File: config.mk
export PLATFORM = sky130hd
export DESIGN_NAME = bitcnt_unit
export DESIGN_NICKNAME = d
export VERILOG_FILES = /design/src/rtl/bitcnt_unit_pkg.sv /design/src/rtl/bitcnt_unit_chunk_count.sv /design/src/rtl/bitcnt_unit.sv
export SDC_FILE = /design/constraint.sdc
export NUM_CORES = 1
export LEC_CHECK = 0
export CORE_MARGIN = 1.5
export CORE_UTILIZATION = 38
export CTS_CLUSTER_DIAMETER = 120
export CTS_CLUSTER_SIZE = 12
export DETAILED_ROUTE_END_ITERATION = 8
export PLACE_DENSITY = 0.66
export SLEW_MARGIN = 15
export SYNTH_ARGS = -nofsm -noshare
export SYNTH_HDL_FRONTEND = slang
export SYNTH_SLANG_ARGS = --single-unit
File: constraint.sdc
create_clock -name clk -period 12.1 [get_ports clk]
set_input_delay 2.42 -clock clk [delete_from_list [all_inputs] [get_ports clk]]
set_output_delay 2.42 -clock clk [all_outputs]
set_load 0.05 [all_outputs]
File: src/rtl/bitcnt_unit_pkg.sv
// Shared encodings and widths for the bit-count unit (state, op select, word/count widths).
package bitcnt_unit_pkg;

    localparam int WORD_W = 32;
    localparam int CNT_W  = 6;

    typedef enum logic {
        IDLE = 1'b0,
        RUN  = 1'b1
    } state_e;

    typedef enum logic {
        OP_POPCNT = 1'b0,
        OP_CLZ    = 1'b1
    } op_e;

endpackage

File: src/rtl/bitcnt_unit_chunk_count.sv
// Combinational ones / leading-zero count over the low width_i bits of a chunk.
// The leading-zero path exists only when BITCNT_CLZ_EN is defined.
module chunk_count
    import bitcnt_unit_pkg::*;
(
    input  logic [WORD_W-1:0] chunk_i,
    input  logic [CNT_W-1:0]  width_i,
    output logic [CNT_W-1:0]  ones_o,
    output logic [CNT_W-1:0]  lz_o
);

    always_comb begin
        ones_o = '0;
        for (int i = 0; i < WORD_W; i++) begin
            if (i < int'(width_i)) begin
                ones_o = ones_o + CNT_W'(chunk_i[i]);
            end
        end
    end

`ifdef BITCNT_CLZ_EN
    logic seen;

    // Scan from the chunk's top valid bit downward until the first one.
    always_comb begin
        lz_o = '0;
        seen = 1'b0;
        for (int i = WORD_W - 1; i >= 0; i--) begin
            if (i < int'(width_i) && !seen) begin
                if (chunk_i[i]) begin
                    seen = 1'b1;
                end else begin
                    lz_o = lz_o + CNT_W'(1);
                end
            end
        end
    end
`else
    assign lz_o = '0;
`endif

endmodule

File: src/rtl/bitcnt_unit.sv
// Multi-cycle popcount / count-leading-zeros unit, BYTES_PER_CYCLE bytes per RUN cycle.
// Define BITCNT_CLZ_EN to build the CLZ datapath; otherwise every operation is a popcount.
module bitcnt_unit
    import bitcnt_unit_pkg::*;
#(
    parameter int BYTES_PER_CYCLE = 1
) (
    input  logic        clk,
    input  logic        reset,
    input  logic        start,
    input  logic        op,
    input  logic [31:0] rs_data,
    input  logic        flush,
    output logic        busy,
    output logic        done,
    output logic [31:0] result
);

    localparam int         N        = 4 / BYTES_PER_CYCLE;
    localparam int         CHUNK_W  = 8 * BYTES_PER_CYCLE;
    localparam logic [1:0] LAST_IDX = 2'(N - 1);

    state_e             state_q;
    logic [WORD_W-1:0]  opnd_q;
    logic [CNT_W-1:0]   acc_q;
    logic [CNT_W-1:0]   acc_d;
    logic [1:0]         idx_q;
    logic               busy_q;
    logic               done_q;
    logic [CNT_W-1:0]   result_q;

    logic [1:0]         sel_idx;
    logic [4:0]         shamt;
    logic [WORD_W-1:0]  slice;
    logic [CNT_W-1:0]   ones;
    logic [CNT_W-1:0]   lz;

`ifdef BITCNT_CLZ_EN
    op_e                op_q;
    logic               frozen_q;
    logic               frozen_d;
`endif

    // Popcount walks chunks LSB-first, CLZ walks them MSB-first.
    always_comb begin
        sel_idx = idx_q;
`ifdef BITCNT_CLZ_EN
        if (op_q == OP_CLZ) begin
            sel_idx = LAST_IDX - idx_q;
        end
`endif
        shamt = 5'(int'(sel_idx) * CHUNK_W);
        slice = opnd_q >> shamt;
    end

    chunk_count u_chunk_count (
        .chunk_i (slice),
        .width_i (CNT_W'(CHUNK_W)),
        .ones_o  (ones),
        .lz_o    (lz)
    );

`ifdef BITCNT_CLZ_EN
    // CLZ stops accumulating after the first chunk that contains a one.
    always_comb begin
        acc_d    = acc_q;
        frozen_d = frozen_q;
        if (op_q == OP_CLZ) begin
            if (!frozen_q) begin
                acc_d = acc_q + lz;
            end
            if (ones != '0) begin
                frozen_d = 1'b1;
            end
        end else begin
            acc_d = acc_q + ones;
        end
    end
`else
    logic unused_clz;
    assign unused_clz = ^{op, lz};

    always_comb begin
        acc_d = acc_q + ones;
    end
`endif

    always_ff @(posedge clk or posedge reset) begin
        if (reset) begin
            state_q  <= IDLE;
            opnd_q   <= '0;
            acc_q    <= '0;
            idx_q    <= '0;
            busy_q   <= 1'b0;
            done_q   <= 1'b0;
            result_q <= '0;
`ifdef BITCNT_CLZ_EN
            op_q     <= OP_POPCNT;
            frozen_q <= 1'b0;
`endif
        end else begin
            done_q <= 1'b0;
            case (state_q)
                IDLE: begin
                    if (start && !flush) begin
                        opnd_q   <= rs_data;
                        acc_q    <= '0;
                        idx_q    <= '0;
                        busy_q   <= 1'b1;
                        state_q  <= RUN;
`ifdef BITCNT_CLZ_EN
                        op_q     <= op_e'(op);
                        frozen_q <= 1'b0;
`endif
                    end
                end
                RUN: begin
                    if (flush) begin
                        busy_q  <= 1'b0;
                        state_q <= IDLE;
                    end else begin
                        acc_q <= acc_d;
                        idx_q <= idx_q + 2'd1;
`ifdef BITCNT_CLZ_EN
                        frozen_q <= frozen_d;
`endif
                        if (idx_q == LAST_IDX) begin
                            result_q <= acc_d;
                            done_q   <= 1'b1;
                            busy_q   <= 1'b0;
                            state_q  <= IDLE;
                        end
                    end
                end
                default: state_q <= IDLE;
            endcase
        end
    end

    assign busy   = busy_q;
    assign done   = done_q;
    assign result = {{(WORD_W - CNT_W){1'b0}}, result_q};

endmodule

==> flow_metrics.tcl, run 1 <==
set metrics [dict create \
    status "finished, violations left" \
    violations "DRC" \
    hold_slack_ns 0.488 \
    drv_cap 0 \
    firstDrtPassIters 6 \
    ys_types 28 \
    path_buf_inv 0 \
    cts_buffer_depth 2 \
    tns_ns 0 \
    p_leak_uw 0.00135 \
    dpl.hpwl_um 3060 \
    crit_chain "mux4_2, ha_1, fa_1, fa_1, fa_1, ha_1, fa_1, a21o_1, a21oi_1, xor2_1, o21ai_0" \
    final_hold_viol_count 0 \
    dr.first_iter.drc_count 36 \
    hold_end "busy" \
    cp-end-kind "flip-flop" \
    r2r-end "result_q[4]" \
    numPlacedInstances 301 \
    die_area_mm2 0.00725 \
    cp-start-kind "flip-flop" \
    wl_um 4110 \
    whs_path_depth 1 \
    coreArea_mm2 0.00642 \
    wire_per_inst_um 13.3 \
    slowest_delay_ns 0.72 \
    cts_tree "done" \
    cts_root_buf "clkbuf_8" \
    antenna_left 0 \
    cts_max_level 2 \
    grt_pass1_vias 1553 \
    place.port_buffers 43 \
    slew_headroom 0.324 \
    insertion_delay_ns 0.31 \
    syn-cell-area_mm2 0.00256 \
    layoutNonFillerInstCount 309 \
    ys_warn_count 0 \
    post-cts-setup-buffers 0 \
    seq_area_frac_synth 0.478 \
    grt_start_max_net_pins 50 \
    gp_congestion 0.735 \
    multi_input_area_mm2 0.00117 \
    initial_core_util 0.399 \
    skew_ns 0.00774 \
    drive_above_1_share 0.220 \
    rsz0062_at_grt "no" \
    fillCellCount 593 \
    final_area_mm2 0.00304 \
    min_from "busy" \
    path_clk_slew_ns 0.09 \
    r2r_cells 11 \
    crit_family "adder cells" \
    synthFlopType "dfrtp_1" \
    placed_area_mm2 0.00294 \
    arrival_ns 4.76 \
    p_per_area_mw_per_mm2 224 \
    fin_nets 285 \
    required_ns 12.27 \
    die_h_um 85.1 \
    setup_viol_count_final 0 \
    syn_inst 188 \
    worstSetupPathType "flip-flop to flip-flop" \
    p_total_uw 681 \
    diodes 0 \
    fp-row-count 29 \
    ys_seq_elements 49 \
    worst_slew_pin_slew_ns 1.01 \
    antenna_found_initial 0 \
    seq_area_mm2 0.00123 \
    fmax_ghz 0.218 \
    vias_per_cell 4.72 \
    vias 1460 \
    cts_buffers 5 \
    cp_max_fo 11 \
    critPathMostFrequentCell "fa_1" \
    grt_pass1_wl_um 7270 \
    crit_cells 11 \
    maxSlewViolCount 0 \
    grt_usage 0.129 \
    area_growth_pct 18.4 \
    cp_slowest_cell "dfrtp_1" \
    drc 8 \
    cts-resized-gates 0 \
    fin_crit_ns 4.58 \
    r2r_slack_ns 7.52 \
    synthArstFlopShare 1.00 \
    ir_worst_vdd_mv 0.152 \
    die_w_um 85.1 \
    syn_avg_cell_area_um2 13.6 \
    finalCritPeriodShare 0.379 \
    r2r_start "idx_q[0]" \
    synth_edf_count 0 \
    ctsHoldBuffers 0 \
    cts.sinks 49 \
    min_path_type "flip-flop to flip-flop" \
    overflow 0 \
    io_pins 71 \
]
per-stage QoR:
| step | setup WS [ns] | utilization |
|---|---|---|
| finish | 7.52 | 0.473 |
| global route | 7.24 | 0.473 |
| CTS | 7.45 | 0.473 |
| detailed placement | 7.49 | 0.457 |
| global placement | 7.52 | 0.457 |
| floorplan | 7.90 | - |
placed cells by master (no fill, tap or decap), types with 2 or more instances in the layout:
cell type and n:
dfrtp_1 49, clkdlybuf4s50_1 43, mux2_2 31, conb_1 26, nand2_1 13, ha_1 13
o21ai_0 8, mux4_2 8, clkbuf_8 6, fa_1 4, xnor2_1 3, nor2_1 3
a21oi_1 3, a22o_1 3, mux2_1 3, a21o_1 2
synthesized netlist by cell type, types with 4 or more instances:
master	number	area [um2]
fa_1	4	80.1
ha_1	13	163
buf_6	4	45.0
dfrtp_1	49	1230
mux4_2	8	180
o21ai_0	8	40.0
nand2_1	13	48.8
buf_4	27	203
mux2_2	31	349
layer usage:
| layer | vias to the layer above | global-route usage | part of all wire |
|---|---|---|---|
| li1 | 697 | - | - |
| met1 | 702 | 0.171 | 0.47 |
| met2 | 56 | 0.210 | 0.47 |
| met3 | 5 | 0.0350 | 0.050 |
| met4 | 0 | 0.0358 | 0.010 |
| met5 | - | 0 | 0 |
sequential cells by signal (all words and copies together), names as in the netlist:
signal and count:
busy 1, acc_q 6, opnd_q 32, done 1
idx_q 2, result_q 6, state_q 1
cell type report:
class / instances / share of cell area
sequential: 49 / 0.404
multi-input combinational: 129 / 0.385
timing repair buffer: 44 / 0.144
tap: 77 / 0.0317
clock buffer: 6 / 0.0272
clock inverter: 2 / 0.00577
inverter: 2 / 0.00247
cell families after synthesis:
logic type | share of synthesized area
muxes | 0.220
AOI/OAI and AO/OA | 0.0532
buffers and inverters | 0.103
other | 0.00146
xor gates and xnor gates | 0.0137
DFF | 0.478
adders and majority gates | 0.0947
and+or+nand+nor | 0.0361
power by group:
| part | switching [uW] | leakage (uW) | internal, uW | total [uW] |
|---|---|---|---|---|
| logic | 189 | 0.000692 | 163 | 352 |
| registers | 24.3 | 0.000602 | 200 | 224 |
| clock network | 56.5 | 0.0000518 | 47.5 | 104 |
| total | 270 | 0.00135 | 410 | 681 |
worst max-delay path by stage:
stage                             end  slack, ns      from
final                     result_q[4]       7.52  idx_q[0]
after global routing         acc_q[4]       7.24  idx_q[0]
after CTS                 result_q[4]       7.45  idx_q[0]
after detailed placement  result_q[4]       7.49  idx_q[0]
after global placement    result_q[4]       7.52  idx_q[0]
after floorplan              acc_q[4]       7.90  idx_q[0]
worst register-to-register path: cells and delay by family, from the launching register on:
kind,cells,cell delay [ns]
fa+ha+maj,6,2.50
xor+xnor,1,0.19
mux,1,0.59
compound gates,3,0.46
flops,1,0.72
(Power assumes the default switching activity.)
==> run 2: changes to the inputs <==
--- a/config.mk
+++ b/config.mk
@@ -10,7 +10,7 @@
 export CTS_CLUSTER_DIAMETER = 120
 export CTS_CLUSTER_SIZE = 12
 export DETAILED_ROUTE_END_ITERATION = 8
-export PLACE_DENSITY = 0.66
+export PLACE_DENSITY = 0.68
 export SLEW_MARGIN = 15
 export SYNTH_ARGS = -nofsm -noshare
 export SYNTH_HDL_FRONTEND = slang
==> constraint.sdc (replaced) <==
create_clock -name clk -period 4.1 [get_ports clk]
set_input_delay 0.82 -clock clk [delete_from_list [all_inputs] [get_ports clk]]
set_output_delay 0.82 -clock clk [all_outputs]
set_load 0.05 [all_outputs]
==> run 2 against run 1 <==
Against the previous run:
- the flow still finishes with violations (DRC)
- global-route usage about the same
- combinational power rose to 3.2 times the previous value
- sequential share of layout area down 0.39 points
- hold slack better by 0.00099 ns
- register-to-register slack worse by 7.3 ns
- maximum frequency up 18%
- clock skew up 0.00096 ns
- largest power group unchanged
==> flow_metrics.tcl, run 2 (synthesis gave the netlist of run 1 again) <==
set metrics [dict create \
    grt_pass1_vias 1541 \
    coreArea_mm2 0.00642 \
    tns_ns 0 \
    switchingPower_uw 807 \
    cts_tree "done" \
    dpl.hpwl_um 3100 \
    clkPwrFrac 0.136 \
    intPower_uw 1250 \
    cts_buffers 5 \
    cp_max_fo 3 \
    diodes 0 \
    die_h_um 85.1 \
    cts.sinks 49 \
    dr.first_iter.drc_count 52 \
    vias 1472 \
    initial_core_util 0.399 \
    r2r_start "idx_q[0]" \
    setup_viol_count_final 0 \
    fin_ws_ns 0.223 \
    cts_root_buf "clkbuf_8" \
    overflow 0 \
    drv_cap 0 \
    drive_above_1_share 0.247 \
    worst_slew_pin_slew_ns 1.00 \
    r2r_cells 11 \
    largest_reg_flops 32 \
    crit_chain "mux4_2, ha_4, fa_1, fa_1, fa_1, ha_2, fa_2, a21o_1, a21oi_2, xor2_1, o21ai_1" \
    status "finished, violations left" \
    finalCritPeriodShare 0.946 \
    power_frac_comb 0.546 \
    insertion_delay_ns 0.29 \
    r2r_slack_ns 0.22 \
    place.port_buffers 43 \
    min_from "busy" \
    path_clk_slew_ns 0.09 \
    post-route-util 0.478 \
    rsz0062_at_grt "no" \
    fp-row-count 29 \
    wire_per_inst_um 13.5 \
    p_leak_uw 0.00134 \
    regMostFlops "opnd_q" \
    layoutNonFillerInstCount 312 \
    p_per_area_mw_per_mm2 669 \
    violations "DRC" \
    final_common_cell "dfrtp_1" \
    fin_nets 288 \
    numPlacedInstances 304 \
    switching_share 0.393 \
    firstDrtPassIters 6 \
    cp-start-kind "flip-flop" \
    preCtsSetupSlack_ns -0.0835 \
    fmax_ghz 0.258 \
    ir_worst_vdd_mv 0.357 \
    antenna_left 0 \
    vias_per_cell 4.72 \
    arrival_ns 4.05 \
    gp_congestion 0.742 \
    min_path_type "flip-flop to flip-flop" \
    wl_um 4230 \
    die_w_um 85.1 \
    cp-end-kind "flip-flop" \
    whs_path_depth 1 \
    reg_top3 "opnd_q x32, acc_q x6, result_q x6" \
    die_area_mm2 0.00725 \
    ctsHoldBuffers 0 \
    hold_end "busy" \
    r2r-end "result_q[4]" \
    antenna_found_initial 0 \
    cts_max_level 2 \
    drc 7 \
    final_hold_viol_count 0 \
    maxSlewViolCount 0 \
    final_cell_mix "dfrtp_1 (48), clkdlybuf4s50_1 (43), mux2_2 (31)" \
    grt_usage 0.129 \
    grt_pass1_wl_um 7380 \
    fin_crit_ns 3.88 \
    critPathMostFrequentCell "fa_1" \
    seq_power_share 0.318 \
    area_growth_pct 19.7 \
    cts_buffer_depth 2 \
    io_pins 71 \
    cp_slowest_cell "mux4_2" \
    slowest_delay_ns 0.55 \
    worstSetupPathType "flip-flop to flip-flop" \
    required_ns 4.27 \
    grt_start_max_net_pins 50 \
    slew_headroom 0.332 \
    skew_ns 0.00871 \
]
[run 2: metrics by stage]
step	area [um2]	power (uW)	hold slack, ns
after floorplan	2660	1480	0.452
final	3070	2050	0.489
after detailed placement	2960	1760	0.477
after global routing	3070	2240	0.528
after CTS	3060	2060	0.499
after global placement	2960	1730	0.469
[run 2: area by class of cell]
cell class | instances | area (um2)
Clock buffer | 6 | 72.6
Multi-Input combinational cell | 129 | 1190
Clock inverter | 2 | 15.0
Fill cell | 604 | 3350
Sequential cell | 49 | 1230
Timing Repair Buffer | 47 | 460
Tap cell | 77 | 96.3
Inverter | 2 | 7.51
[run 2: power by group through the flow]
stage | logic [uW] | clock network (uW) | registers, uW
after global placement | 1070 | 0 | 659
after CTS | 1110 | 293 | 653
after floorplan | 756 | 0 | 722
final | 1120 | 279 | 654
after global routing | 1260 | 311 | 669
after detailed placement | 1100 | 0 | 664
[run 2: worst max-delay path by stage]
| stage | startpoint | to | slack [ns] | cells after the start |
|---|---|---|---|---|
| global route | idx_q[0] | result_q[4] | 0.03 | 11 |
| floorplan | idx_q[0] | acc_q[4] | 0.002 | 12 |
| CTS | idx_q[0] | result_q[4] | 0.008 | 11 |
| global placement | idx_q[0] | result_q[4] | -0.03 | 11 |
| detailed placement | idx_q[0] | result_q[4] | -0.08 | 11 |
| finish | idx_q[0] | result_q[4] | 0.22 | 11 |
[run 2: routing by layer]
layer  vias to the layer above  track usage  share of wire
met2                        58        0.208           0.48
met1                       712        0.183           0.46
met5                         -            0              0
met3                         2       0.0302          0.050
met4                         0       0.0224         0.0019
li1                        700            -              -
[run 2: repair_timing]
item,in CTS,in global routing
resized for setup,1,6
endpoints found under the setup margin,2,6
setup buffers,0,0
pin swaps,1,3
[run 2: worst max-delay path: cells and delay by family (launching register included)]
family	cells	cell delay, ns
fa+ha+maj	6	2.21
mux	1	0.55
flops	1	0.41
xor+xnor	1	0.19
compound gates	3	0.39
==> run 3: changes to the inputs <==
--- a/config.mk
+++ b/config.mk
@@ -8,7 +8,6 @@
 export CORE_MARGIN = 1.5
 export CORE_UTILIZATION = 38
 export CTS_CLUSTER_DIAMETER = 120
-export CTS_CLUSTER_SIZE = 12
 export DETAILED_ROUTE_END_ITERATION = 8
 export PLACE_DENSITY = 0.68
 export SLEW_MARGIN = 15
==> results of run 3 <==
Same layout as run 2: the final DEF is identical, and so are final timing and power.
